<file path="src/rtl/mat3_seq_mult.sv">
// Sequential 3x3 unsigned matrix multiplier C = A x B sharing one MAC unit.
// 27 MAC steps per job, valid/ready handshake on both sides.
module mat3_seq_mult #(
  parameter int unsigned DW = 8
) (
  input  logic            clk,
  input  logic            rst,
  input  logic            in_valid,
  output logic            in_ready,
  input  logic [9*DW-1:0] mat_in_a,
  input  logic [9*DW-1:0] mat_in_b,
  output logic            out_valid,
  input  logic            out_ready,
  output logic [9*DW-1:0] mat_out,
  output logic            ovf,
  output logic            busy
);

  typedef enum logic [1:0] {IDLE, CALC, DONE} state_t;

  state_t state_q, state_d;

  logic [DW-1:0]     a_q [9];
  logic [DW-1:0]     b_q [9];
  logic [DW-1:0]     c_q [9];
  logic              ovf_q;
  logic [2*DW+1:0]   acc_q;
  logic [2*DW+1:0]   acc_next;
  logic [2*DW-1:0]   prod;
  logic [1:0]        i_q, j_q, k_q;
  logic [3:0]        a_idx, b_idx, c_idx;
  logic              last_step;

  always_ff @(posedge clk) begin
    if (rst) state_q <= IDLE;
    else     state_q <= state_d;
  end

  always_comb begin
    state_d   = state_q;
    last_step = (i_q == 2'd2) && (j_q == 2'd2) && (k_q == 2'd2);
    case (state_q)
      IDLE:    if (in_valid)  state_d = CALC;
      CALC:    if (last_step) state_d = DONE;
      DONE:    if (out_ready) state_d = IDLE;
      default: state_d = IDLE;
    endcase
  end

  assign in_ready  = (state_q == IDLE);
  assign out_valid = (state_q == DONE);
  assign busy      = (state_q == CALC) || (state_q == DONE);
  assign ovf       = ovf_q;

  // Shared MAC: A[i][k] * B[k][j] at full precision.
  always_comb begin
    a_idx    = {2'b00, i_q} * 4'd3 + {2'b00, k_q};
    b_idx    = {2'b00, k_q} * 4'd3 + {2'b00, j_q};
    c_idx    = {2'b00, i_q} * 4'd3 + {2'b00, j_q};
    prod     = {{DW{1'b0}}, a_q[a_idx]} * {{DW{1'b0}}, b_q[b_idx]};
    acc_next = acc_q + {2'b00, prod};
  end

  always_ff @(posedge clk) begin
    if (rst) begin
      a_q   <= '{default: '0};
      b_q   <= '{default: '0};
      c_q   <= '{default: '0};
      ovf_q <= 1'b0;
      acc_q <= '0;
      i_q   <= '0;
      j_q   <= '0;
      k_q   <= '0;
    end else begin
      case (state_q)
        IDLE: if (in_valid) begin
          for (int unsigned n = 0; n < 9; n++) begin
            a_q[n] <= mat_in_a[(8-n)*DW +: DW];
            b_q[n] <= mat_in_b[(8-n)*DW +: DW];
          end
          c_q   <= '{default: '0};
          ovf_q <= 1'b0;
          acc_q <= '0;
          i_q   <= '0;
          j_q   <= '0;
          k_q   <= '0;
        end
        CALC: begin
          if (k_q == 2'd2) begin
            c_q[c_idx] <= acc_next[DW-1:0];
            ovf_q      <= ovf_q | (acc_next[2*DW+1:DW] != '0);
            acc_q      <= '0;
            k_q        <= '0;
            if (j_q == 2'd2) begin
              j_q <= '0;
              i_q <= (i_q == 2'd2) ? 2'd0 : i_q + 2'd1;
            end else begin
              j_q <= j_q + 2'd1;
            end
          end else begin
            acc_q <= acc_next;
            k_q   <= k_q + 2'd1;
          end
        end
        default: ;
      endcase
    end
  end

  always_comb begin
    mat_out = '0;
    for (int unsigned n = 0; n < 9; n++)
      mat_out[(8-n)*DW +: DW] = c_q[n];
  end

endmodule

</file>
<file path="config.mk">
export PLATFORM = sky130hd
export DESIGN_NAME = mat3_seq_mult
export DESIGN_NICKNAME = d
export VERILOG_FILES = /design/src/rtl/mat3_seq_mult.sv
export SDC_FILE = /design/constraint.sdc
export NUM_CORES = 1
export LEC_CHECK = 0
export ABC_CLOCK_PERIOD_IN_PS = 16900
export CAP_MARGIN = 5
export CORE_UTILIZATION = 50
export DETAILED_ROUTE_END_ITERATION = 8
export GPL_ROUTABILITY_DRIVEN = 1
export HOLD_SLACK_MARGIN = 0.08
export PLACE_DENSITY = 0.73
export SYNTH_ARGS = -nofsm -noshare
export SYNTH_HDL_FRONTEND = slang
export SYNTH_SLANG_ARGS = --single-unit
</file>
<file path="constraint.sdc">
create_clock -name clk -period 16.9 [get_ports clk]
set_clock_uncertainty 0.05 [all_clocks]
set_input_delay 3.38 -clock clk [delete_from_list [all_inputs] [get_ports clk]]
set_output_delay 3.38 -clock clk [all_outputs]
set_load 0.02 [all_outputs]
</file>
==> insert_results.sql <==
INSERT INTO impl_metrics (metric_group, metric, value, unit) VALUES
('run_status', 'status', 'finished, final reports clean', ''),
('logic_synthesis', 'synth_area_leader_cell', 'sky130_fd_sc_hd__dfxtp_1', ''),
('layout', 'insertedDiodeCount', '0', ''),
('critical_path', 'worstPathCellList', 'inv_1, ha_1, inv_1, fa_1, mux4_2, mux2_2, a22oi_2, nor2_1, fa_1, inv_1, fa_1, fa_1, fa_1, inv_1, ha_1, a21o_1, a21oi_1, a211oi_1, nor3_1, o311ai_0, nor4_1, a31oi_1', ''),
('global_route', 'grt_util_all_layers', '26.0', '%'),
('die', 'number_of_rows_in_the_core_area', '58', ''),
('run', 'cap_violations', '0', ''),
('timing', 'whs', '0.403', 'ns'),
('clocking', 'cts-root-buf', 'sky130_fd_sc_hd__clkbuf_16', ''),
('placed_design', 'dp.final_hpwl', '24.3', 'mm'),
('logic_synthesis', 'synthMuxAreaShare', '7.06', '%'),
('layout', 'instances_no_fill', '2070', ''),
('timing', 'max_freq', '128', 'MHz'),
('die', 'pin_count', '224', ''),
('die', 'die_area', '26500', 'um2'),
('route', 'routedWlPerCell', '16.4', 'um'),
('power', 'gate_power_share', '20.7', '%'),
('route', 'route.antenna.remaining_nets', '0', ''),
('placed_design', 'detailed_place.area', '15200', 'um2'),
('logic_synthesis', 'dominant_combinational_cell_family_by_area_after_synthesis', 'simple AND/OR/NAND/NOR gates', ''),
('layout', 'nets', '1980', ''),
('route', 'detail_route.wirelength', '33.8', 'mm'),
('timing', 'setup_viol_count_final', '0', ''),
('critical_path', 'timing.critical_path.to_type', 'flop', ''),
('power', 'clockPowerShare', '38.9', '%'),
('logic_synthesis', 'synth-async-reset-ratio', '0', '%'),
('critical_path', 'worstSetupStartpointType', 'flop', ''),
('route', 'vias_per_cell', '5.41', ''),
('power', 'vdd_drop_max', '72.8', 'uV'),
('logic_synthesis', 'synth_compound_area_share', '13.0', '%'),
('clocking', 'htreeDepth', '1', ''),
('power', 'switchingPower', '0.000445', 'W'),
('layout', 'finish.instance_area', '16100', 'um2'),
('timing', 'final.setup.tns', '0', 'ns'),
('logic_synthesis', 'mappedNetlistArea', '12900', 'um2'),
('clocking', 'clk_pin_slew_worst_paths', '0.07', 'ns'),
('critical_path', 'cp_common_cell', 'sky130_fd_sc_hd__fa_1', ''),
('power', 'power_switching_share', '28.8', '%'),
('clocking', 'clkSinkCount', '243', ''),
('power', 'internal_power', '0.00110', 'W'),
('logic_synthesis', 'synth_area_leaders', 'sky130_fd_sc_hd__dfxtp_1 (38%), sky130_fd_sc_hd__nand2_1 (11%), sky130_fd_sc_hd__a21oi_1 (9.5%)', ''),
('route', 'detailroute.via_count', '11200', ''),
('timing', 'final_max_slew_viols', '0', ''),
('global_route', 'antenna_found_initial', '0', ''),
('global_route', 'grt_pass1_wl', '55.1', 'mm'),
('power', 'seq_power_share', '40.4', '%'),
('placed_design', 'dpl.cell_count', '2024', ''),
('logic_synthesis', 'synthMostInstantiatedCell', 'sky130_fd_sc_hd__nand2_1', ''),
('clocking', 'tritoncts', 'yes', ''),
('timing', 'period_needed', '7.84', 'ns'),
('clocking', 'insertion_delay', '0.54', 'ns'),
('critical_path', 'worst-endpoint-arrival', '8.20', 'ns'),
('timing', 'worst_pin_slew', '1.26', 'ns'),
('clocking', 'ctsResizeCount', '0', ''),
('clocking', 'cts_post_setup_buffers_inserted', '0', ''),
('layout', 'num-fill-cells', '2163', ''),
('logic_synthesis', 'postSynthNetCount', '1823', ''),
('route', 'post-route-drc-count', '0', ''),
('timing', 'grt_setup_unrepaired', 'no', ''),
('logic_synthesis', 'synth.yosys.seq_area_share', '37.7', '%'),
('critical_path', 'setup.worst_path.class', 'reg2reg', ''),
('power', 'powerDensity', '95.8', 'nW/um2'),
('global_route', 'number_of_global_route_vias_before_repair', '10700', ''),
('die', 'initial_core_util', '51.1', '%'),
('clocking', 'tritoncts.num_buffers', '25', ''),
('layout', 'final-seq-area', '4860', 'um2'),
('route', 'met2WireLength', '15.7', 'mm'),
('route', 'detailedRoute.firstIterationViolations', '1069', ''),
('route', 'm1WireLength', '15.2', 'mm'),
('critical_path', 'slowest_stage', 'sky130_fd_sc_hd__fa_1', ''),
('route', 'route.met3.wl', '2.19', 'mm');
[layout by cell type (no fill, tap or decap), drive strengths merged, types with 3 or more instances in the layout]
cell / n
nand2b: 13
xnor2: 10
inv: 115
a22oi: 16
or2: 11
o211ai: 3
mux4: 32
buf: 7
clkdlybuf4s50: 222
a21oi: 245
nor2b: 3
and2: 11
a31oi: 4
nor3b: 7
nor3: 7
fa: 54
bufinv: 4
o21ai: 9
mux2i: 9
nand2: 382
clkinv: 4
dfxtp: 243
xor2: 6
a21o: 5
nor2: 87
ha: 57
nand3: 95
mux2: 9
clkbuf: 37
[kinds of logic (layout without fill, tap and decap cells)]
family                     count (synthesis)  after routing
xor gates and xnor gates                  16             16
buffers and inverters                    213            389
AOI/OAI and AO/OA                        302            302
muxes                                     50             50
adders and majority gates                111            111
and+or+nand+nor                          629            629
DFF                                      243            243
[final timing paths]
kind	end	cells after the start	slack [ns]	from
setup / recovery	ovf	22	9.06	i_q[0]
hold / removal	b_q[17]	2	0.40	b_q[17]
setup reg to reg	ovf	22	9.06	i_q[0]
hold reg to reg	b_q[17]	2	0.40	b_q[17]
[sequential cells by signal (all words and copies together), names as in the netlist]
| name | count |
|---|---|
| k_q | 2 |
| i_q | 2 |
| state_q | 2 |
| a_q | 72 |
| b_q | 72 |
| mat_out | 72 |
| j_q | 2 |
| ovf | 1 |
| acc_q | 18 |
[routing by layer]
layer | vias to the layer above | global-route usage, %
li1 | 5495 | -
met1 | 5278 | 36.6
met2 | 376 | 41.7
met3 | 49 | 3.51
met4 | 0 | 7.22
met5 | - | 0
[power by group through the flow]
stage | sequential, W | combinational [W] | clock, W
after floorplan | 0.000630 | 0.000220 | 0
after global placement | 0.000636 | 0.000314 | 0
after detailed placement | 0.000637 | 0.000320 | 0
after CTS | 0.000624 | 0.000321 | 0.000607
after global routing | 0.000628 | 0.000356 | 0.000631
final | 0.000624 | 0.000320 | 0.000600
[critical path: cells and delay by family, from the launching register on]
family / cells / cell delay (ns)
AO/OA/AOI/OAI: 6 / 1.42
adder cells (fa/ha/maj): 7 / 4.02
buffers and inverters: 4 / 0.29
flip-flops: 1 / 0.43
multiplexers: 2 / 0.89
AND/OR/NAND/NOR: 3 / 0.60
[layout make-up]
type,instances,share of cell area [%]
clock buffer,37,4.59
clock inverter,9,0.993
inverter,114,2.65
multi-input combinational,1108,44.9
sequential,243,30.2
tap,330,2.56
timing repair buffer,229,14.1
[through the flow]
stage	total power, W	utilization, %	setup WS [ns]
floorplan	0.000850	-	10.04
global placement	0.000949	60.3	9.26
detailed placement	0.000956	60.3	9.03
CTS	0.00155	63.8	9.00
global route	0.00161	63.8	8.47
finish	0.00154	63.8	9.06
No activity file was read; power rests on OpenSTA's default activity.
